### src/rtl/decode_stage_pkg.sv
// decode_stage_pkg: opcode/funct constants, ALU encodings and the decoded control bundle.
package decode_stage_pkg;
    localparam int ALU_W = 3;
    localparam logic [5:0] OP_RTYPE = 6'h00, OP_J = 6'h02, OP_JAL = 6'h03, OP_BEQ = 6'h04,
                           OP_BNE = 6'h05, OP_ADDI = 6'h08, OP_XORI = 6'h0E, OP_LW = 6'h23,
                           OP_SW = 6'h2B;
    localparam logic [5:0] F_JR = 6'h08, F_ADD = 6'h20, F_SUB = 6'h22, F_SLT = 6'h2A;
    localparam logic [4:0] REG_RA = 5'd31;

    typedef enum logic [ALU_W-1:0] {ALU_ADD, ALU_SUB, ALU_SLT, ALU_XOR} alu_op_t;

    typedef struct packed {
        logic    valid;
        logic    illegal;
        logic    jump;
        logic    jump_reg;
        logic    branch;
        logic    inv_zero;
        logic    reg_write;
        logic    mem_read;
        logic    mem_write;
        logic    alu_src_imm;
        logic    zero_ext;
        alu_op_t alu_op;
        logic [4:0] wreg;
    } ctrl_t;

    localparam ctrl_t CTRL_BUBBLE = '0;

    // Instructions whose rt field is a source operand
    function automatic logic uses_rt(input logic [5:0] op);
        return op == OP_RTYPE || op == OP_BEQ || op == OP_BNE || op == OP_SW;
    endfunction
endpackage

### src/rtl/decode_stage_if.sv
// decode_stage_if: fetch-side inputs and decoded outputs of the decode stage.
interface decode_stage_if #(parameter int ALUOP_W = 3);
    logic [31:0] Instruction;
    logic [29:0] PCin, PCout;
    logic flush, stall_req, valid, illegal;
    logic Jump, JumpReg, Branch, InvZero;
    logic [25:0] TargetInstr;
    logic [15:0] imm16;
    logic [4:0] rs, rt, wreg;
    logic RegWrite, MemRead, MemWrite, ALUSrcImm, ZeroExt;
    logic [ALUOP_W-1:0] alu_op;

    modport master (
        output Instruction, PCin, flush,
        input  stall_req, valid, illegal, PCout, Jump, JumpReg, Branch, InvZero, TargetInstr,
               imm16, rs, rt, wreg, RegWrite, MemRead, MemWrite, ALUSrcImm, ZeroExt, alu_op
    );
    modport slave (
        input  Instruction, PCin, flush,
        output stall_req, valid, illegal, PCout, Jump, JumpReg, Branch, InvZero, TargetInstr,
               imm16, rs, rt, wreg, RegWrite, MemRead, MemWrite, ALUSrcImm, ZeroExt, alu_op
    );
endinterface

### src/rtl/decode_stage_instr_decoder.sv
// instr_decoder: combinational opcode/funct to control bundle decode.
module instr_decoder
    import decode_stage_pkg::*;
(
    input  logic [5:0] op,
    input  logic [5:0] funct,
    input  logic [4:0] rt,
    input  logic [4:0] rd,
    output ctrl_t      ctrl
);
    always_comb begin
        ctrl = CTRL_BUBBLE;
        ctrl.valid = 1'b1;
        case (op)
            OP_RTYPE: begin
                ctrl.reg_write = 1'b1;
                ctrl.wreg = rd;
                case (funct)
                    F_ADD: ctrl.alu_op = ALU_ADD;
                    F_SUB: ctrl.alu_op = ALU_SUB;
                    F_SLT: ctrl.alu_op = ALU_SLT;
                    F_JR: begin
                        ctrl.reg_write = 1'b0;
                        ctrl.wreg = 5'd0;
                        ctrl.jump_reg = 1'b1;
                    end
                    default: begin
                        ctrl = CTRL_BUBBLE;
                        ctrl.illegal = 1'b1;
                    end
                endcase
            end
            OP_LW: begin
                ctrl.mem_read = 1'b1;
                ctrl.reg_write = 1'b1;
                ctrl.alu_src_imm = 1'b1;
                ctrl.wreg = rt;
            end
            OP_SW: begin
                ctrl.mem_write = 1'b1;
                ctrl.alu_src_imm = 1'b1;
            end
            OP_BEQ, OP_BNE: begin
                ctrl.branch = 1'b1;
                ctrl.inv_zero = op == OP_BNE;
                ctrl.alu_op = ALU_SUB;
            end
            OP_J: ctrl.jump = 1'b1;
            OP_JAL: begin
                ctrl.jump = 1'b1;
                ctrl.reg_write = 1'b1;
                ctrl.wreg = REG_RA;
            end
            OP_ADDI, OP_XORI: begin
                ctrl.reg_write = 1'b1;
                ctrl.alu_src_imm = 1'b1;
                ctrl.wreg = rt;
                ctrl.zero_ext = op == OP_XORI;
                ctrl.alu_op = op == OP_XORI ? ALU_XOR : ALU_ADD;
            end
            default: begin
                ctrl = CTRL_BUBBLE;
                ctrl.illegal = 1'b1;
            end
        endcase
    end
endmodule

### src/rtl/decode_stage.sv
// decode_stage: registered decode with load-use bubble insertion and flush.
module decode_stage
    import decode_stage_pkg::*;
#(
    parameter int ALUOP_W   = 3,
    parameter bit HAZARD_EN = 1'b1
) (
    input logic clk,
    input logic rst_n,
    decode_stage_if.slave bus
);
    typedef enum logic {RUN, HOLD} state_t;
    state_t state, state_next;
    logic [31:0] hold_instr, word;
    logic [29:0] hold_pc, pc, pc_q;
    logic [4:0] rs_q, rt_q;
    logic [15:0] imm_q;
    logic [25:0] tgt_q;
    logic stall_q, hazard;
    ctrl_t dec, ctrl_q;

    instr_decoder u_dec (
        .op(word[31:26]), .funct(word[5:0]), .rt(word[20:16]), .rd(word[15:11]), .ctrl(dec)
    );

    // In HOLD the word parked on the stall edge is decoded instead of the fetch input
    always_comb begin
        word = state == HOLD ? hold_instr : bus.Instruction;
        pc = state == HOLD ? hold_pc : bus.PCin;
        hazard = HAZARD_EN && state == RUN && ctrl_q.mem_read && ctrl_q.wreg != 5'd0 &&
                 (ctrl_q.wreg == word[25:21] || (uses_rt(word[31:26]) && ctrl_q.wreg == word[20:16]));
        state_next = hazard && !bus.flush ? HOLD : RUN;
    end

    always_ff @(posedge clk or negedge rst_n)
        if (!rst_n) state <= RUN;
        else state <= state_next;

    always_ff @(posedge clk or negedge rst_n) begin
        if (!rst_n) begin
            ctrl_q <= CTRL_BUBBLE;
            stall_q <= 1'b0;
            rs_q <= '0;
            rt_q <= '0;
            imm_q <= '0;
            tgt_q <= '0;
            pc_q <= '0;
            hold_instr <= '0;
            hold_pc <= '0;
        end else begin
            stall_q <= state_next == HOLD;
            if (hazard) begin
                hold_instr <= word;
                hold_pc <= pc;
            end
            if (bus.flush || hazard) ctrl_q <= CTRL_BUBBLE;
            else begin
                ctrl_q <= dec;
                rs_q <= word[25:21];
                rt_q <= word[20:16];
                imm_q <= word[15:0];
                tgt_q <= word[25:0];
                pc_q <= pc;
            end
        end
    end

    assign bus.stall_req = stall_q;
    assign bus.valid = ctrl_q.valid;
    assign bus.illegal = ctrl_q.illegal;
    assign bus.PCout = pc_q;
    assign bus.Jump = ctrl_q.jump;
    assign bus.JumpReg = ctrl_q.jump_reg;
    assign bus.Branch = ctrl_q.branch;
    assign bus.InvZero = ctrl_q.inv_zero;
    assign bus.TargetInstr = tgt_q;
    assign bus.imm16 = imm_q;
    assign bus.rs = rs_q;
    assign bus.rt = rt_q;
    assign bus.wreg = ctrl_q.wreg;
    assign bus.RegWrite = ctrl_q.reg_write;
    assign bus.MemRead = ctrl_q.mem_read;
    assign bus.MemWrite = ctrl_q.mem_write;
    assign bus.ALUSrcImm = ctrl_q.alu_src_imm;
    assign bus.ZeroExt = ctrl_q.zero_ext;
    assign bus.alu_op = ALUOP_W'(ctrl_q.alu_op);
endmodule
### src/flat_wrapper.sv
// flat-port wrapper written by rule: the top's interface ports become plain ports
module decode_stage_flat import decode_stage_pkg::*;
#(
    parameter int ALUOP_W   = 3,
    parameter bit HAZARD_EN = 1'b1
)
  (clk, rst_n, bus_Instruction, bus_PCin, bus_flush, bus_stall_req, bus_valid, bus_illegal, bus_PCout, bus_Jump, bus_JumpReg, bus_Branch, bus_InvZero, bus_TargetInstr, bus_imm16, bus_rs, bus_rt, bus_wreg, bus_RegWrite, bus_MemRead, bus_MemWrite, bus_ALUSrcImm, bus_ZeroExt, bus_alu_op);
  decode_stage_if #(.ALUOP_W(ALUOP_W)) bus_i ();
  input logic clk;
  input logic rst_n;
  input wire logic [$bits(bus_i.Instruction)-1:0] bus_Instruction;
  input wire logic [$bits(bus_i.PCin)-1:0] bus_PCin;
  input wire logic [$bits(bus_i.flush)-1:0] bus_flush;
  output wire logic [$bits(bus_i.stall_req)-1:0] bus_stall_req;
  output wire logic [$bits(bus_i.valid)-1:0] bus_valid;
  output wire logic [$bits(bus_i.illegal)-1:0] bus_illegal;
  output wire logic [$bits(bus_i.PCout)-1:0] bus_PCout;
  output wire logic [$bits(bus_i.Jump)-1:0] bus_Jump;
  output wire logic [$bits(bus_i.JumpReg)-1:0] bus_JumpReg;
  output wire logic [$bits(bus_i.Branch)-1:0] bus_Branch;
  output wire logic [$bits(bus_i.InvZero)-1:0] bus_InvZero;
  output wire logic [$bits(bus_i.TargetInstr)-1:0] bus_TargetInstr;
  output wire logic [$bits(bus_i.imm16)-1:0] bus_imm16;
  output wire logic [$bits(bus_i.rs)-1:0] bus_rs;
  output wire logic [$bits(bus_i.rt)-1:0] bus_rt;
  output wire logic [$bits(bus_i.wreg)-1:0] bus_wreg;
  output wire logic [$bits(bus_i.RegWrite)-1:0] bus_RegWrite;
  output wire logic [$bits(bus_i.MemRead)-1:0] bus_MemRead;
  output wire logic [$bits(bus_i.MemWrite)-1:0] bus_MemWrite;
  output wire logic [$bits(bus_i.ALUSrcImm)-1:0] bus_ALUSrcImm;
  output wire logic [$bits(bus_i.ZeroExt)-1:0] bus_ZeroExt;
  output wire logic [$bits(bus_i.alu_op)-1:0] bus_alu_op;
  assign bus_i.Instruction = bus_Instruction;
  assign bus_i.PCin = bus_PCin;
  assign bus_i.flush = bus_flush;
  assign bus_stall_req = bus_i.stall_req;
  assign bus_valid = bus_i.valid;
  assign bus_illegal = bus_i.illegal;
  assign bus_PCout = bus_i.PCout;
  assign bus_Jump = bus_i.Jump;
  assign bus_JumpReg = bus_i.JumpReg;
  assign bus_Branch = bus_i.Branch;
  assign bus_InvZero = bus_i.InvZero;
  assign bus_TargetInstr = bus_i.TargetInstr;
  assign bus_imm16 = bus_i.imm16;
  assign bus_rs = bus_i.rs;
  assign bus_rt = bus_i.rt;
  assign bus_wreg = bus_i.wreg;
  assign bus_RegWrite = bus_i.RegWrite;
  assign bus_MemRead = bus_i.MemRead;
  assign bus_MemWrite = bus_i.MemWrite;
  assign bus_ALUSrcImm = bus_i.ALUSrcImm;
  assign bus_ZeroExt = bus_i.ZeroExt;
  assign bus_alu_op = bus_i.alu_op;
  decode_stage #(.ALUOP_W(ALUOP_W), .HAZARD_EN(HAZARD_EN)) u_core (.clk(clk), .rst_n(rst_n), .bus(bus_i));
endmodule
### config.mk
export PLATFORM = sky130hd
export DESIGN_NAME = decode_stage_flat
export DESIGN_NICKNAME = d
export VERILOG_FILES = /design/src/rtl/decode_stage_pkg.sv /design/src/rtl/decode_stage_if.sv /design/src/rtl/decode_stage_instr_decoder.sv /design/src/rtl/decode_stage.sv /design/src/flat_wrapper.sv
export SDC_FILE = /design/constraint.sdc
export NUM_CORES = 1
export LEC_CHECK = 0
export ABC_AREA = 1
export CORE_MARGIN = 1.5
export CORE_UTILIZATION = 44
export CTS_CLUSTER_DIAMETER = 40
export DETAILED_ROUTE_END_ITERATION = 6
export PLACE_DENSITY = 0.81
export SLEW_MARGIN = 5
export SYNTH_ARGS = -nofsm -noshare
export SYNTH_HDL_FRONTEND = slang
export SYNTH_SLANG_ARGS = --single-unit
### constraint.sdc
create_clock -name clk -period 5.1 [get_ports clk]
set_clock_uncertainty 0.05 [all_clocks]
set_input_delay 1.02 -clock clk [delete_from_list [all_inputs] [get_ports clk]]
set_output_delay 1.02 -clock clk [all_outputs]
set_load 0.02 [all_outputs]
==> impl_metrics.yaml, run 1 <==
status:
  outcome: "finished clean"
cts:
  cts-htree-levels: 4
  cts_tree: "built"
  cts_max_path_buffers: 2
  postCtsSetupBuffers: 0
  numCtsBuffers: 17
  clkSinkCount: 137
  cts_root_buf: "clkbuf_16"
  clk_latency_ns: 0.41
  cts_resized: 0
  clkTransAtPathRegs_ns: 0.06
  holdBufCountCts: 0
global_route:
  globalRoute.totalOverflow: 0
  grt_use_total: 0.2191
  grt_pass1_wl_um: 28430
  grt_pass1_vias: 5725
  grt_start_max_net_pins: 105
  antenna_found_initial: 0
critical_path:
  cpPeakStageDelay_ns: 0.80
  crit_required_ns: 4.03
  crit_family: "buffers and inverters"
  path_cells: "buf_4 > clkdlybuf4s50_1"
  crit_buf_inv: 2
  reg2reg_depth: 12
  critPathSlowestCell: "dfrtp_2"
  reg2reg_slack_ns: 1.73
  crit_path_end_kind: "output pin"
  critical_path_depth: 2
  startpoint_type: "flop"
  worst-setup-path-type: "reg -> out"
  crit_path_max_fanout: 38
  arrival_ns: 2.43
pwr:
  swShare: 0.2461
  power_switching_mw: 0.7030
  combinationalPowerShare: 0.140
  clkPwrFrac: 0.454
  leakage_nw: 4.631
  peakVddDrop_mv: 0.2054
  internal_power_mw: 2.154
  p_per_area_nw_per_um2: 320.5
  power.total_mw: 2.857
  p_seq_frac: 0.406
layout:
  multi_input_area_um2: 2746
  nets: 1094
  num_antenna_cells: 0
  register_area_um2: 3430
  fillers: 1353
  area_growth_pct: 29.91
  final_core_utilization: 0.5863
  drive_above_1_share: 0.05278
  fin_cells: 1230
place:
  place_inst: 1198
  dp_hpwl_um: 10960
  io_buffers: 165
  place_ws_ns: 1.583
  place_congestion: 0.8818
min_path:
  holdPathStages: 2
  hold_class: "reg -> reg"
drt:
  via_per_inst: 5.060
  drtIter0Drc: 528
  num_vias: 6224
  wl_um: 17160
  ant_nets: 0
  detail_route.first_pass.iterations: 5
  route.detailed.drc: 0
  routedWlPerCell_um: 13.95
die:
  core_area_um2: 15200
  ioPinCount: 167
  rows: 45
  initial_core_util: 0.4514
  dieArea_um2: 16350
  die_x_um: 127.9
  die_h_um: 127.9
synth:
  synth_enable_flop_cells: 0
  postSynthCellCount: 916
  synth-xor-area-share: 0.003829
  synthTopCellsByCount: "nand2_1 (438), dfrtp_1 (137), nand3_1 (122)"
  synth_flop_cell: "dfrtp_1"
  synth_fa_ha_area_frac: 0
  synth_top_area_frac: 0.4996
  yosysMostFrequentCell: "nand2_1"
  yosysTopAreaCell: "dfrtp_1"
  synth-simple-area-share: 0.3725
  muxShareOfSynthArea: 0
  synth-seq-area-share: 0.4996
  synth_top_family_by_area: "simple AND/OR/NAND/NOR gates"
  async_reset_ff_frac: 1.000
  ys_ff_latch: 137
  synthDistinctLibCells: 31
  synth_compound_area_frac: 0.02261
  synthesis.area_um2: 6862
  synth_area_leaders: "dfrtp_1 (50%), nand2_1 (24%), nand3_1 (8.9%)"
  syn_area_per_cell_um2: 7.491
  syn-num-nets: 981
  yosys_warnings: 0
run:
  maxCapViolCount: 0
timing:
  fin_ws_ns: 1.603
  setup-tns-final_ns: 0
  rsz0062_at_grt: "no"
  hold_viol: 0
  final-setup-viol-count: 0
  fmax_mhz: 285.9
  maxSlewHeadroom: 0.3795
  worstMarginPinSlew_ns: 0.9307
  report.final.slew_viol_count: 0
  min_period_ns: 3.497
  finalCritPeriodShare: 0.6858
## sequential cells by signal, summed over array words and instances (netlist names), 2 cells and up
| signal | count |
|---|---|
| u_core.bus.PCout | 30 |
| u_core.bus.TargetInstr | 26 |
| u_core.bus.alu_op | 2 |
| u_core.bus.wreg | 5 |
| u_core.hold_instr | 32 |
| u_core.hold_pc | 30 |
## power by group through the flow
stage	Combinational [mW]	Sequential (mW)	Clock (mW)
3_3_place_gp	0.397	1.18	0
6_report	0.399	1.16	1.30
4_1_cts	0.404	1.16	1.32
3_5_place_dp	0.401	1.18	0
5_1_grt	0.436	1.17	1.37
2_1_floorplan	0.162	1.23	0
## through the flow
| stage | hold slack (ns) | area (um^2) |
|---|---|---|
| finish | 0.4177 | 8914 |
| global route | 0.4409 | 8914 |
| floorplan | 0.3922 | 6862 |
| detailed placement | 0.4086 | 8285 |
| CTS | 0.4227 | 8914 |
| global placement | 0.4031 | 8285 |
## per-layer routing
layer	global-route usage	wire (um)
met2	0.3412	8077
met3	0.03506	992
met1	0.3088	7760
met4	0.08328	330
met5	0	0
## worst reg2reg max path: stages, from the launching register on
cell and delay, ns:
dfrtp_2 0.80, inv_2 0.28, buf_4 0.38, nand2_1 0.13
nand2_1 0.11, xor2_1 0.16, nor2_1 0.12, nand3_1 0.10
nand2_2 0.11, nand2_4 0.14, nand2_4 0.68, nand2_1 0.14
nand2_1 0.10
## layout make-up
cell class	instances	area share
sequential	137	0.3848
multi-input combinational	656	0.3081
timing repair buffer	172	0.1913
clock buffer	19	0.05081
tap	188	0.02639
clock inverter	13	0.01965
inverter	45	0.01895
## kinds of logic after synthesis
logic type,Yosys count
buffers and inverters,123
xor gates and xnor gates,3
and+or+nand+nor,624
other,1
DFF,137
AOI/OAI and AO/OA,28
## worst paths after layout
kind,startpoint,end
hold reg to reg,u_core.hold_pc[12],u_core.hold_pc[12]
setup reg to reg,u_core.state,u_core.bus.PCout[12]
setup / recovery,u_core.state,bus_stall_req
min in group asynchronous,rst_n,u_core.bus.TargetInstr[5]
hold / removal,u_core.hold_pc[12],u_core.hold_pc[12]
max in group asynchronous,rst_n,u_core.bus.wreg[1]
## cell usage in the layout (no fill, tap or decap), types with 5 or more instances in the layout
cell type,instances
nand2_1,438
clkdlybuf4s50_1,164
dfrtp_1,136
nand3_1,122
nor2_1,44
inv_1,40
o21ai_0,21
clkbuf_16,17
buf_4,7
nand4_1,6
clkinv_2,6
inv_2,5
(Power assumes the default switching activity.)
==> run 2: changes to the inputs <==
--- a/config.mk
+++ b/config.mk
@@ -10,7 +10,7 @@
 export CORE_UTILIZATION = 44
 export CTS_CLUSTER_DIAMETER = 40
 export DETAILED_ROUTE_END_ITERATION = 6
-export PLACE_DENSITY = 0.81
+export PLACE_DENSITY = 0.84
 export SLEW_MARGIN = 5
 export SYNTH_ARGS = -nofsm -noshare
 export SYNTH_HDL_FRONTEND = slang
==> constraint.sdc (replaced) <==
create_clock -name clk -period 2.86 [get_ports clk]
set_clock_uncertainty 0.05 [all_clocks]
set_input_delay 0.572 -clock clk [delete_from_list [all_inputs] [get_ports clk]]
set_output_delay 0.572 -clock clk [all_outputs]
set_load 0.02 [all_outputs]
==> impl_metrics.yaml, run 2 (same netlist as run 1, synthesis figures left out) <==
status:
  outcome: "finished clean"
critical_path:
  crit_family: "simple AND/OR/NAND/NOR gates"
  reg2reg_depth: 12
  crit_path_end_kind: "flop"
  worst-setup-path-type: "reg -> reg"
  arrival_ns: 2.87
  critPathSlowestCell: "buf_4"
  r2r-start: "u_core.state"
  reg2reg_slack_ns: 0.30
  crit_required_ns: 3.17
  crit_buf_inv: 3
  cpPeakStageDelay_ns: 0.44
  critPathMostFrequentCell: "nand2_1"
  rr_endpoint: "u_core.hold_pc[20]"
  startpoint_type: "flop"
  crit_path_max_fanout: 44
  path_cells: "inv_2 > nand2_1 > nand2_1 > inv_1 > nor2_2 > nand3_1 > nand3_1 > nand2_1 > nand2_2 > buf_4 > nand3_1 > nand2_1"
layout:
  fillers: 1305
  final_core_utilization: 0.5912
  fin_cells: 1240
  regMostFlops: "u_core.hold_instr"
  area_growth_pct: 30.98
  nets: 1103
  largest_reg_flops: 32
  layout_commonest_cell: "nand2_1"
  layout_common_cells: "nand2_1 (438), clkdlybuf4s50_1 (164), dfrtp_1 (136), nand3_1 (122), nor2_1 (44)"
  drive_above_1_share: 0.05994
cts:
  cts_root_buf: "clkbuf_16"
  clkTransAtPathRegs_ns: 0.06
  clkSinkCount: 137
  postCtsSetupBuffers: 0
  cts_tree: "built"
  cts-htree-levels: 4
  clk_latency_ns: 0.42
  numCtsBuffers: 17
  holdBufCountCts: 0
  cts_max_path_buffers: 2
  cts_resized: 0
timing:
  worstMarginPinSlew_ns: 0.6480
  hold_ws_ns: 0.07478
  maxSlewHeadroom: 0.5680
  fin_ws_ns: 0.2960
  finalCritPeriodShare: 0.8965
  fmax_mhz: 390.0
  rsz0062_at_grt: "no"
  final-setup-viol-count: 0
  report.final.slew_viol_count: 0
  setup-tns-final_ns: 0
  hold_viol: 0
  min_period_ns: 2.564
global_route:
  grt-busiest-layer: "met2"
  grt_start_max_net_pins: 89
  use_met2: 0.3599
  grt_pass1_vias: 6017
  use_met3: 0.04090
  globalRoute.totalOverflow: 0
  grt_pass1_wl_um: 29270
  met1_usage: 0.2984
  grt_use_total: 0.2263
  antenna_found_initial: 1
place:
  place_ws_ns: 0.2008
  place_inst: 1207
  place_congestion: 0.8679
  io_buffers: 165
  dp_hpwl_um: 11450
drt:
  num_vias: 6401
  ant_nets: 0
  wl_um: 17940
  route.detailed.drc: 0
  via_per_inst: 5.162
  detail_route.first_pass.iterations: 5
  drtIter0Drc: 558
  routedWlPerCell_um: 14.47
die:
  rows: 45
  ioPinCount: 167
  dieArea_um2: 16350
  initial_core_util: 0.4514
  core_area_um2: 15200
  die_x_um: 127.9
  die_h_um: 127.9
run:
  maxCapViolCount: 0
min_path:
  hold_class: "in -> async"
pwr:
  leakage_nw: 4.662
  peakVddDrop_mv: 0.3955
  p_per_area_nw_per_um2: 550.1
==> run 2: changes by cell type in the layout (fill, tap and decap cells not counted) <==
cell,before,now
clkinv_2,6,5
buf_12,0,4
bufinv_16,4,2
clkinvlp_4,1,3
buf_4,7,12
diode_2,0,1
clkbuf_1,0,1
==> run 2: layer usage <==
metal / routed length [um] / share of wire
met1: 7827 / 0.44
met2: 8487 / 0.47
met5: 0 / 0
met3: 1100 / 0.061
met4: 526 / 0.029
==> run 2: stage by stage <==
stage	cell area (um^2)	power [mW]
2_1_floorplan	6862	2.477
3_3_place_gp	8403	2.820
3_5_place_dp	8403	2.832
4_1_cts	8985	4.985
5_1_grt	8987	5.143
6_report	8987	4.944
==> run 2: layout make-up <==
class | count | area (um^2) | area share
Timing Repair Buffer | 181 | 1823 | 0.2028
Antenna cell | 1 | 2.502 | 0.0002784
Clock buffer | 20 | 456.7 | 0.05081
Tap cell | 188 | 235.2 | 0.02617
Clock inverter | 12 | 125.1 | 0.01392
Inverter | 45 | 168.9 | 0.01879
Multi-Input combinational cell | 656 | 2746 | 0.3056
Sequential cell | 137 | 3430 | 0.3816
==> run 2: how the worst max path moves through the flow <==
stage	startpoint	to	slack (ns)	depth (start not counted)
6_report	u_core.state	u_core.hold_pc[20]	0.30	12
5_1_grt	u_core.state	u_core.hold_pc[16]	0.11	12
4_1_cts	u_core.state	u_core.hold_pc[20]	0.33	12
3_5_place_dp	bus_Instruction[30]	u_core.hold_pc[20]	0.20	11
3_3_place_gp	bus_Instruction[31]	u_core.hold_instr[26]	0.27	11
2_1_floorplan	u_core.state	u_core.hold_instr[10]	0.69	14
==> run 2: where the power goes <==
part / internal (mW) / total, mW / switching [mW]
sequential: 2.02 / 2.07 / 0.0546
clock: 1.32 / 2.15 / 0.824
combinational: 0.336 / 0.728 / 0.392
